==> src/rtl/turn_controller_if.sv <==
// Bomb-side link of the turn controller: launch request, aim and launch origin
// out to the projectile block, detonation status back.
interface turn_controller_if;
   logic       launch;
   logic [9:0] launchX;
   logic [9:0] launchY;
   logic [3:0] angle;
   logic [2:0] power;
   logic       bomb_done;

   // launch is a level held for exactly one frame; the bomb samples it on its
   // own frame tick. bomb_done is a level: 1 = idle/exploded, 0 = in flight.
   modport master (
      output launch,
      output launchX,
      output launchY,
      output angle,
      output power,
      input  bomb_done
   );

   modport slave (
      input  launch,
      input  launchX,
      input  launchY,
      input  angle,
      input  power,
      output bomb_done
   );
endinterface

==> src/rtl/turn_controller.sv <==
// Two-player artillery turn sequencer: aim with auto-repeat, one-frame launch,
// flight wait with timeout, settle delay, then hand the turn over.
module turn_controller #(
   parameter int REPEAT_FRAMES  = 8,
   parameter int SETTLE_FRAMES  = 30,
   parameter int FLIGHT_TIMEOUT = 255,
   parameter int P0_ANGLE_INIT  = 2,
   parameter int P1_ANGLE_INIT  = 6,
   parameter int POWER_INIT     = 4
) (
   input  logic       clk,
   input  logic       reset,
   input  logic       frame_clk,
   input  logic       key_left,
   input  logic       key_right,
   input  logic       key_up,
   input  logic       key_down,
   input  logic       key_fire,
   input  logic       pause,
   input  logic [9:0] p0_x,
   input  logic [9:0] p0_y,
   input  logic [9:0] p1_x,
   input  logic [9:0] p1_y,
   turn_controller_if.master bomb,
   output logic       player,
   output logic [2:0] state,
   output logic [7:0] turn_count
);

   localparam int RW = (REPEAT_FRAMES > 1) ? $clog2(REPEAT_FRAMES) : 1;
   localparam int FW = $clog2(FLIGHT_TIMEOUT + 1);
   localparam int SW = $clog2(SETTLE_FRAMES + 1);

   localparam logic [3:0] ANGLE_MAX = 4'd8;
   localparam logic [2:0] POWER_MAX = 3'd7;

   typedef enum logic [2:0] {
      S_AIM    = 3'd0,
      S_LAUNCH = 3'd1,
      S_FLIGHT = 3'd2,
      S_SETTLE = 3'd3,
      S_SWITCH = 3'd4
   } state_t;

   // frame strobe synchronizer and rising-edge detector
   logic [2:0] fsync_q;
   logic       tick_q;

   always_ff @(posedge clk or negedge reset) begin
      if (!reset) begin
         fsync_q <= 3'b000;
         tick_q  <= 1'b0;
      end else begin
         fsync_q <= {fsync_q[1:0], frame_clk};
         tick_q  <= fsync_q[1] & ~fsync_q[2];
      end
   end

   state_t        state_q, state_d;
   logic          player_q, player_d;
   logic [3:0]    ang0_q, ang0_d, ang1_q, ang1_d;
   logic [2:0]    pow0_q, pow0_d, pow1_q, pow1_d;
   logic [7:0]    tc_q, tc_d;
   logic [FW-1:0] fcnt_q, fcnt_d;
   logic [SW-1:0] scnt_q, scnt_d;
   logic          armed_q, armed_d;
   logic          fire_prev_q, fire_prev_d;
   logic          a_held_q, a_held_d, p_held_q, p_held_d;
   logic [RW-1:0] a_cnt_q, a_cnt_d, p_cnt_q, p_cnt_d;
   logic [9:0]    lx_q, lx_d, ly_q, ly_d;
   logic          launch_q, launch_d;

   always_ff @(posedge clk or negedge reset) begin
      if (!reset) begin
         state_q     <= S_AIM;
         player_q    <= 1'b0;
         ang0_q      <= 4'(P0_ANGLE_INIT);
         ang1_q      <= 4'(P1_ANGLE_INIT);
         pow0_q      <= 3'(POWER_INIT);
         pow1_q      <= 3'(POWER_INIT);
         tc_q        <= 8'd0;
         fcnt_q      <= '0;
         scnt_q      <= '0;
         armed_q     <= 1'b0;
         fire_prev_q <= 1'b1;
         a_held_q    <= 1'b0;
         a_cnt_q     <= '0;
         p_held_q    <= 1'b0;
         p_cnt_q     <= '0;
         lx_q        <= 10'd0;
         ly_q        <= 10'd0;
         launch_q    <= 1'b0;
      end else begin
         state_q     <= state_d;
         player_q    <= player_d;
         ang0_q      <= ang0_d;
         ang1_q      <= ang1_d;
         pow0_q      <= pow0_d;
         pow1_q      <= pow1_d;
         tc_q        <= tc_d;
         fcnt_q      <= fcnt_d;
         scnt_q      <= scnt_d;
         armed_q     <= armed_d;
         fire_prev_q <= fire_prev_d;
         a_held_q    <= a_held_d;
         a_cnt_q     <= a_cnt_d;
         p_held_q    <= p_held_d;
         p_cnt_q     <= p_cnt_d;
         lx_q        <= lx_d;
         ly_q        <= ly_d;
         launch_q    <= launch_d;
      end
   end

   logic          a_step, p_step;
   logic [3:0]    ang_cur, ang_new;
   logic [2:0]    pow_cur, pow_new;
   logic [FW-1:0] fcnt_inc;
   logic [SW-1:0] scnt_inc;

   always_comb begin
      state_d     = state_q;
      player_d    = player_q;
      ang0_d      = ang0_q;
      ang1_d      = ang1_q;
      pow0_d      = pow0_q;
      pow1_d      = pow1_q;
      tc_d        = tc_q;
      fcnt_d      = fcnt_q;
      scnt_d      = scnt_q;
      armed_d     = armed_q;
      fire_prev_d = fire_prev_q;
      a_held_d    = a_held_q;
      a_cnt_d     = a_cnt_q;
      p_held_d    = p_held_q;
      p_cnt_d     = p_cnt_q;
      lx_d        = lx_q;
      ly_d        = ly_q;
      a_step      = 1'b0;
      p_step      = 1'b0;
      ang_cur     = player_q ? ang1_q : ang0_q;
      pow_cur     = player_q ? pow1_q : pow0_q;
      ang_new     = ang_cur;
      pow_new     = pow_cur;
      fcnt_inc    = fcnt_q + FW'(1);
      scnt_inc    = scnt_q + SW'(1);

      if (tick_q) begin
         fire_prev_d = key_fire;
         case (state_q)
            S_AIM: begin
               // origin keeps following the tank until the shot leaves AIM
               lx_d = player_q ? p1_x : p0_x;
               ly_d = player_q ? p1_y : p0_y;
               if (!pause) begin
                  if (key_fire && !fire_prev_q) begin
                     state_d  = S_LAUNCH;
                     a_held_d = 1'b0;
                     a_cnt_d  = '0;
                     p_held_d = 1'b0;
                     p_cnt_d  = '0;
                  end else begin
                     // opposing keys together count as released
                     if (key_left ^ key_right) begin
                        if (!a_held_q) begin
                           a_step   = 1'b1;
                           a_held_d = 1'b1;
                           a_cnt_d  = '0;
                        end else if (a_cnt_q == RW'(REPEAT_FRAMES - 1)) begin
                           a_step  = 1'b1;
                           a_cnt_d = '0;
                        end else begin
                           a_cnt_d = a_cnt_q + RW'(1);
                        end
                     end else begin
                        a_held_d = 1'b0;
                        a_cnt_d  = '0;
                     end

                     if (key_up ^ key_down) begin
                        if (!p_held_q) begin
                           p_step   = 1'b1;
                           p_held_d = 1'b1;
                           p_cnt_d  = '0;
                        end else if (p_cnt_q == RW'(REPEAT_FRAMES - 1)) begin
                           p_step  = 1'b1;
                           p_cnt_d = '0;
                        end else begin
                           p_cnt_d = p_cnt_q + RW'(1);
                        end
                     end else begin
                        p_held_d = 1'b0;
                        p_cnt_d  = '0;
                     end

                     if (a_step && key_right && ang_cur != ANGLE_MAX) begin
                        ang_new = ang_cur + 4'd1;
                     end else if (a_step && key_left && ang_cur != 4'd0) begin
                        ang_new = ang_cur - 4'd1;
                     end

                     if (p_step && key_up && pow_cur != POWER_MAX) begin
                        pow_new = pow_cur + 3'd1;
                     end else if (p_step && key_down && pow_cur != 3'd0) begin
                        pow_new = pow_cur - 3'd1;
                     end
                  end
               end
            end
            S_LAUNCH: begin
               state_d = S_FLIGHT;
               fcnt_d  = '0;
               armed_d = 1'b0;
            end
            S_FLIGHT: begin
               if (!pause) begin
                  fcnt_d = fcnt_inc;
                  if (!bomb.bomb_done) begin
                     armed_d = 1'b1;
                  end
                  // armed guards against a done level left over from the last shot
                  if ((armed_q && bomb.bomb_done) ||
                      fcnt_inc == FW'(FLIGHT_TIMEOUT)) begin
                     state_d = S_SETTLE;
                     scnt_d  = '0;
                  end
               end
            end
            S_SETTLE: begin
               if (!pause) begin
                  if (scnt_inc == SW'(SETTLE_FRAMES)) begin
                     state_d = S_SWITCH;
                     scnt_d  = '0;
                  end else begin
                     scnt_d = scnt_inc;
                  end
               end
            end
            S_SWITCH: begin
               player_d = ~player_q;
               tc_d     = tc_q + 8'd1;
               state_d  = S_AIM;
            end
            default: begin
               state_d = S_AIM;
            end
         endcase

         if (player_q) begin
            ang1_d = ang_new;
            pow1_d = pow_new;
         end else begin
            ang0_d = ang_new;
            pow0_d = pow_new;
         end
      end

      launch_d = (state_d == S_LAUNCH);
   end

   assign bomb.launch  = launch_q;
   assign bomb.launchX = lx_q;
   assign bomb.launchY = ly_q;
   assign bomb.angle   = player_q ? ang1_q : ang0_q;
   assign bomb.power   = player_q ? pow1_q : pow0_q;
   assign player       = player_q;
   assign state        = state_q;
   assign turn_count   = tc_q;

endmodule

==> src/flat_wrapper.sv <==
// flat-port wrapper written by rule: the top's interface ports become plain ports
module turn_controller_flat 
#(
   parameter int REPEAT_FRAMES  = 8,
   parameter int SETTLE_FRAMES  = 30,
   parameter int FLIGHT_TIMEOUT = 255,
   parameter int P0_ANGLE_INIT  = 2,
   parameter int P1_ANGLE_INIT  = 6,
   parameter int POWER_INIT     = 4
)
  (clk, reset, frame_clk, key_left, key_right, key_up, key_down, key_fire, pause, p0_x, p0_y, p1_x, p1_y, player, state, turn_count, bomb_launch, bomb_launchX, bomb_launchY, bomb_angle, bomb_power, bomb_bomb_done);
  turn_controller_if bomb_i ();
  input  logic clk;
  input  logic reset;
  input  logic frame_clk;
  input  logic key_left;
  input  logic key_right;
  input  logic key_up;
  input  logic key_down;
  input  logic key_fire;
  input  logic pause;
  input  logic [9:0] p0_x;
  input  logic [9:0] p0_y;
  input  logic [9:0] p1_x;
  input  logic [9:0] p1_y;
  output logic player;
  output logic [2:0] state;
  output logic [7:0] turn_count;
  output wire logic [$bits(bomb_i.launch)-1:0] bomb_launch;
  output wire logic [$bits(bomb_i.launchX)-1:0] bomb_launchX;
  output wire logic [$bits(bomb_i.launchY)-1:0] bomb_launchY;
  output wire logic [$bits(bomb_i.angle)-1:0] bomb_angle;
  output wire logic [$bits(bomb_i.power)-1:0] bomb_power;
  input wire logic [$bits(bomb_i.bomb_done)-1:0] bomb_bomb_done;
  assign bomb_launch = bomb_i.launch;
  assign bomb_launchX = bomb_i.launchX;
  assign bomb_launchY = bomb_i.launchY;
  assign bomb_angle = bomb_i.angle;
  assign bomb_power = bomb_i.power;
  assign bomb_i.bomb_done = bomb_bomb_done;
  turn_controller #(.REPEAT_FRAMES(REPEAT_FRAMES), .SETTLE_FRAMES(SETTLE_FRAMES), .FLIGHT_TIMEOUT(FLIGHT_TIMEOUT), .P0_ANGLE_INIT(P0_ANGLE_INIT), .P1_ANGLE_INIT(P1_ANGLE_INIT), .POWER_INIT(POWER_INIT)) u_core (.clk(clk), .reset(reset), .frame_clk(frame_clk), .key_left(key_left), .key_right(key_right), .key_up(key_up), .key_down(key_down), .key_fire(key_fire), .pause(pause), .p0_x(p0_x), .p0_y(p0_y), .p1_x(p1_x), .p1_y(p1_y), .bomb(bomb_i), .player(player), .state(state), .turn_count(turn_count));
endmodule
==> config.mk <==
export PLATFORM = sky130hd
export DESIGN_NAME = turn_controller_flat
export DESIGN_NICKNAME = d
export VERILOG_FILES = /design/src/rtl/turn_controller_if.sv /design/src/rtl/turn_controller.sv /design/src/flat_wrapper.sv
export SDC_FILE = /design/constraint.sdc
export NUM_CORES = 1
export LEC_CHECK = 0
export CAP_MARGIN = 40
export CORE_MARGIN = 3
export CORE_UTILIZATION = 30
export CTS_CLUSTER_DIAMETER = 150
export DETAILED_ROUTE_END_ITERATION = 10
export GPL_TIMING_DRIVEN = 0
export MAX_ROUTING_LAYER = met4
export PLACE_DENSITY_LB_ADDON = 0.25
export SLEW_MARGIN = 10
export SYNTH_ARGS = -nofsm -noshare
export SYNTH_HDL_FRONTEND = slang
export SYNTH_SLANG_ARGS = --single-unit
==> constraint.sdc <==
create_clock -name clk -period 3 [get_ports clk]
set_input_delay 0.6 -clock clk [delete_from_list [all_inputs] [get_ports clk]]
set_output_delay 0.6 -clock clk [all_outputs]
set_load 0.01 [all_outputs]
Yosys cells after proc, flatten, opt, wreduce, memory -nomap -nowiden
Index checks and enable logic that the tools add are counted.
{"block": "totals", "output_inout_bits": 40, "regBits": 74}
{"block": "classes", "reduce_logical": 25, "n_eq_ne": 15, "n_addsub": 9, "muxes": 58, "bitwise": 6}
{"cell": "3-bit two-way mux", "count": 21}
{"cell": "4-bit two-way mux", "count": 6}
{"cell": "1-bit two-way mux", "count": 20}
{"cell": "10-bit two-way mux", "count": 2}
{"cell": "5-bit two-way mux", "count": 4}
{"cell": "8-bit by 1-bit adder with 8-bit output (second input constant)", "count": 2}
{"cell": "8-bit case mux with 2 select lines", "count": 1}
{"cell": "3-bit case mux with 4 select lines", "count": 1}
{"cell": "1-bit logical AND", "count": 10}
{"cell": "5-bit case mux with 2 select lines", "count": 1}
{"cell": "3-bit by 1-bit adder with 3-bit output (second input constant)", "count": 3}
{"cell": "3-bit equality test (second input constant)", "count": 3}
{"cell": "8-bit equality test (second input constant)", "count": 1}
{"cell": "8-bit two-way mux", "count": 1}
{"cell": "2-bit AND reduction", "count": 4}
{"cell": "3-bit by 1-bit equality test with 1-bit output (second input constant)", "count": 2}
{"cell": "3-bit by 2-bit equality test with 1-bit output (second input constant)", "count": 2}
{"cell": "2-bit inequality test (second input constant)", "count": 3}
{"cell": "3-bit AND reduction", "count": 2}
{"cell": "5-bit by 1-bit adder with 5-bit output (second input constant)", "count": 1}
{"cell": "5-bit equality test (second input constant)", "count": 1}
{"cell": "5-bit AND reduction", "count": 1}
{"cell": "4-bit by 1-bit adder with 4-bit output (second input constant)", "count": 1}
{"cell": "4-bit inequality test (second input constant)", "count": 1}
{"cell": "15 further kinds", "count": 19}

Logic depth before layout (Yosys ltp)
{"block": "depth", "depth_word": 15, "mapped_depth": 13, "depth_no_buf": 9}

Worst setup path after synthesis
No wires, ideal clock.
{"block": "synth_timing", "path_kind": "register to register", "start": "register u_core.player_q (netlist: u_core.player)", "end": "register u_core.pow1_q[2]", "path_buffers": 4, "period_less_slack_ps": 3269, "path_stages_with_launch": 14, "setup_slack_ps": -269, "arrival_ps": 3197, "setup_ps": 73, "path_cell_list": "dfrtp_1 > clkbuf_1 > clkbuf_1 > buf_1 > mux2i_1 > inv_1 > ha_1 > ha_1 > o22a_1 > or3_1 > buf_2 > a211oi_2 > a21oi_1 > o21ai_1"}
{"block": "synth_between", "elab_chain_len": 8}
{"item": "from (decl)", "line": "turn_controller.sv:60", "text": "logic player_q, player_d;"}
{"item": "from (signal assigned)", "line": "turn_controller.sv:95", "text": "player_q <= player_d;"}
{"item": "3-bit two-way mux *"}
{"item": "named net bomb_power[0]", "line": "flat_wrapper.sv:33", "text": "output wire logic [$bits(bomb_i.power)-1:0] bomb_power;"}
{"item": "branches (longest 3 deep; another with 3-bit by 1-bit subtractor with 3-bit output)"}
{"item": "3-bit two-way mux *", "line": "turn_controller.sv:202", "text": "if (p_step && key_up && pow_cur != POWER_MAX) begin"}
{"item": "3-bit two-way mux *", "line": "turn_controller.sv:156", "text": "if (key_fire && !fire_prev_q) begin"}
{"item": "3-bit two-way mux *", "line": "turn_controller.sv:155", "text": "if (!pause) begin"}
{"item": "3-bit two-way mux *", "line": "turn_controller.sv:150", "text": "case (state_q)"}
{"item": "to (signal assigned)", "line": "turn_controller.sv:80", "text": "pow1_q <= 3'(POWER_INIT);"}
{"item": "to (signal assigned)", "line": "turn_controller.sv:99", "text": "pow1_q <= pow1_d;"}
{"item": "to (decl)", "line": "turn_controller.sv:62", "text": "logic [2:0] pow0_q, pow0_d, pow1_q, pow1_d;"}
Mark *: on every way through the listed nets, which the timed path passes.
A chain may end at the register's enable or synchronous reset.

Worst setup path after layout
{"block": "layout_timing", "start": "register u_core.player_q (netlist: u_core.player)", "end": "register u_core.pow0_q[2]"}
{"block": "layout_between", "elab_chain_len": 8}
{"item": "branches (longest 8 deep; another with 3-bit by 1-bit subtractor with 3-bit output)"}
{"item": "to (signal assigned)", "line": "turn_controller.sv:79", "text": "pow0_q <= 3'(POWER_INIT);"}
{"item": "to (signal assigned)", "line": "turn_controller.sv:98", "text": "pow0_q <= pow0_d;"}
{"item": "to (decl)", "line": "turn_controller.sv:62"}
Parallel ways; which one is timed is not known.

==> metrics.yaml <==
status: "finished clean"
clock_latency_ps: 330
ant_nets: 0
first_iter_violations: 128
intPower_mw: 2.83
place_ws_ps: -229
die_w_um: 120
die_y_um: 120
viasPerCell: 4.71
irDropWorstVdd_mv: 0.315
max_clock_freq_mhz: 367
vias: 3160
grt_pass1_vias: 3152
clk_pin_slew_worst_paths_ps: 60
muxShareOfSynthArea_pct: 8.73
critPathLaunchType: "flip-flop"
worstPathMaxFanout: 10
netlist_instances: 393
die_area_mm2: 0.0144
synth-compound-area-share_pct: 12.9
crit_required_ps: 3260
finalSetupViolCount: 0
final_common_cell: "clkdlybuf4s50_1"
syn_area_mm2: 0.00390
clockBufferDepth: 2
drt-pass1-iter-count: 4
powerDensity_mw_per_mm2: 753
area_growth_pct: 38.5
worst_pin_slew_ps: 715
critPathKind: "flip-flop to flip-flop"
max_cap_violations: 0
place_area_mm2: 0.00503
synth-adder-area-share_pct: 4.82
ys_ff_latch: 74
clock-sinks: 74
initial_core_util_pct: 30.7
nets: 559
synth-edff-count: 0
cts_root_buffer: "clkbuf_16"
utilization_pct: 42.6
wl_per_cell_um: 13.1
fin_crit_ps: 2720
holdBufCountCts: 0
post_route_cells_drive_above_1_share_pct: 8.22
n_antenna_cell: 0
finalHoldViolCount: 0
critPathMaxStageDelay_ps: 440
power.switching_mw: 1.23
finalInstanceArea_mm2: 0.00540
grt_overflow: 0
port_buffers: 89
hold_ws_ps: 162
holdCritPathClass: "primary input to async pin"
layout_common_cells: "clkdlybuf4s50_1 (88), dfrtp_1 (67), nand2_1 (39)"
synth_top_family_by_area: "simple AND/OR/NAND/NOR gates"
drt-total-wl_mm: 8.81
p_comb_share_pct: 32.9
crit_slowest_cell: "dfrtp_2"
gp_congestion: 0.848
cts_tree: "yes"
cpMostUsedCell: "ha_1"
cts_max_level: 3
num_rows: 41
grtUsageTotal_pct: 13.0
seq_area_frac_synth_pct: 47.7
power_leakage_nw: 2.25
rsz0062_at_grt: "false"
p_clk_share_pct: 30.8
relSlewSlack_pct: 52.4
swShare_pct: 30.2
ys_types: 54
cts_setup_buffers: 0
coreArea_mm2: 0.0127
critPathArrivalTime_ps: 2980
setup_slack_ps: 276
synth_xor_area_share_pct: 4.95
dp_hpwl_mm: 6.66
pwr-share-seq_pct: 36.3
path_cells: "buf_4 > buf_6 > mux2i_1 > inv_1 > ha_1 > ha_1 > o22a_1 > or3_1 > buf_2 > a211oi_2 > a21oi_1 > o21ai_1"
setup_tns_ps: 0
drc_errors: 0
synthArstFlopShare_pct: 100
synth_ff_type: "dfrtp_1"
syn_nets: 458
avgSynthCellArea_um2: 9.91
antenna_found_initial: 0
io_pins: 90
finalCritPeriodShare_pct: 90.8
grt_max_degree: 54
yosys.area_share.simple_pct: 17.8
ys.warnings.count: 0
drv_slew: 0
skew_ps: 5.51
end_kind: "flip-flop"
cts-buffers-inserted: 9
grt_pass1_wl_mm: 14.8
power groups by stage:
stage,registers [mW],logic (mW),clock network [mW]
finish,1.47,1.33,1.25
global route,1.52,1.50,1.33
CTS,1.48,1.36,1.28
detailed placement,1.48,1.36,0
global placement,1.47,1.33,0
floorplan,1.51,0.697,0
critical path: cells and delay by family (launching register included):
family,cells,cell delay (ps)
DFF,1,440
adders and majority gates,2,380
AOI/OAI and AO/OA,4,590
buffers and inverters,4,680
muxes,1,260
and+or+nand+nor,1,290
per-layer routing:
metal | global-route usage, % | wire length, um | up-vias
met5 | - | 0 | -
met4 | 3.65 | 93 | 0
met3 | 4.52 | 660 | 7
met2 | 20.1 | 3970 | 87
met1 | 16.2 | 4090 | 1469
li1 | - | - | 1597
final timing paths:
path,endpoint,cells after the start,slack (ps),startpoint
min in group clk,u_core.fsync_q[1]$_DFF_PN0_,0,350,u_core.fsync_q[0]$_DFF_PN0_
max in group asynchronous,u_core.fire_prev_q$_DFFE_PN1P_,2,2230,reset
max,u_core.pow0_q[2]$_DFFE_PN1P_,12,280,u_core.player$_DFFE_PN0P_
min,u_core.state[0]$_DFF_PN0_,1,160,reset
min reg2reg,u_core.fsync_q[1]$_DFF_PN0_,0,350,u_core.fsync_q[0]$_DFF_PN0_
max reg2reg,u_core.pow0_q[2]$_DFFE_PN1P_,12,280,u_core.player$_DFFE_PN0P_
cells in the mapped netlist (5+ instances only):
| master | n | area share [%] |
|---|---|---|
| nand2b_1 | 8 | 1.3 |
| nor3_1 | 5 | 0.64 |
| nand3_1 | 12 | 1.5 |
| or3_1 | 5 | 0.80 |
| dfrtp_1 | 68 | 44 |
| clkbuf_1 | 11 | 1.1 |
| mux2i_1 | 25 | 6.4 |
| mux2_2 | 8 | 2.3 |
| nor2b_1 | 7 | 1.1 |
| dfstp_2 | 6 | 4.0 |
| a21oi_1 | 26 | 3.3 |
| nand2_1 | 39 | 3.8 |
| o21ai_0 | 22 | 2.8 |
| nor2_1 | 37 | 3.6 |
| xnor2_1 | 12 | 2.7 |
| inv_1 | 13 | 1.3 |
| ha_1 | 15 | 4.8 |
| xor2_1 | 10 | 2.2 |
per-stage QoR:
stage	std cells	power, mW
floorplan	393	2.21
global placement	654	2.80
detailed placement	656	2.83
CTS	671	4.12
global route	671	4.36
finish	671	4.06
cell type report:
class                      count  area [um2]
fill                        1251        7280
multi-input combinational    290        1920
sequential                    74        1860
timing repair buffer          91         921
clock buffer                  12         256
tap                          172         215
clock inverter                 4        97.6
buffer                        15        77.6
inverter                      13        48.8
state kept, by name (all words and copies together), names as in the netlist, 3 cells and up:
| name | count |
|---|---|
| u_core.bomb.launchX | 10 |
| u_core.bomb.launchY | 10 |
| u_core.fcnt_q | 8 |
| u_core.turn_count | 8 |
| u_core.scnt_q | 5 |
| u_core.ang0_q | 4 |
| u_core.ang1_q | 4 |
| u_core.a_cnt_q | 3 |
| u_core.fsync_q | 3 |
| u_core.p_cnt_q | 3 |
| u_core.pow0_q | 3 |
| u_core.pow1_q | 3 |
| u_core.state | 3 |
repair_timing:
| action | CTS | global route |
|---|---|---|
| gates cloned | 0 | 0 |
| gates resized for setup | 2 | 3 |
| pin swaps | 0 | 0 |
| setup endpoints to repair | 7 | 6 |
logic make-up after synthesis:
kind of cell,count (synthesis)
buffers and inverters,29
AOI/OAI and AO/OA,80
muxes,33
adders and majority gates,15
xor gates and xnor gates,22
DFF,74
and+or+nand+nor,140
Note: power is estimated with default switching activity, not from simulation.
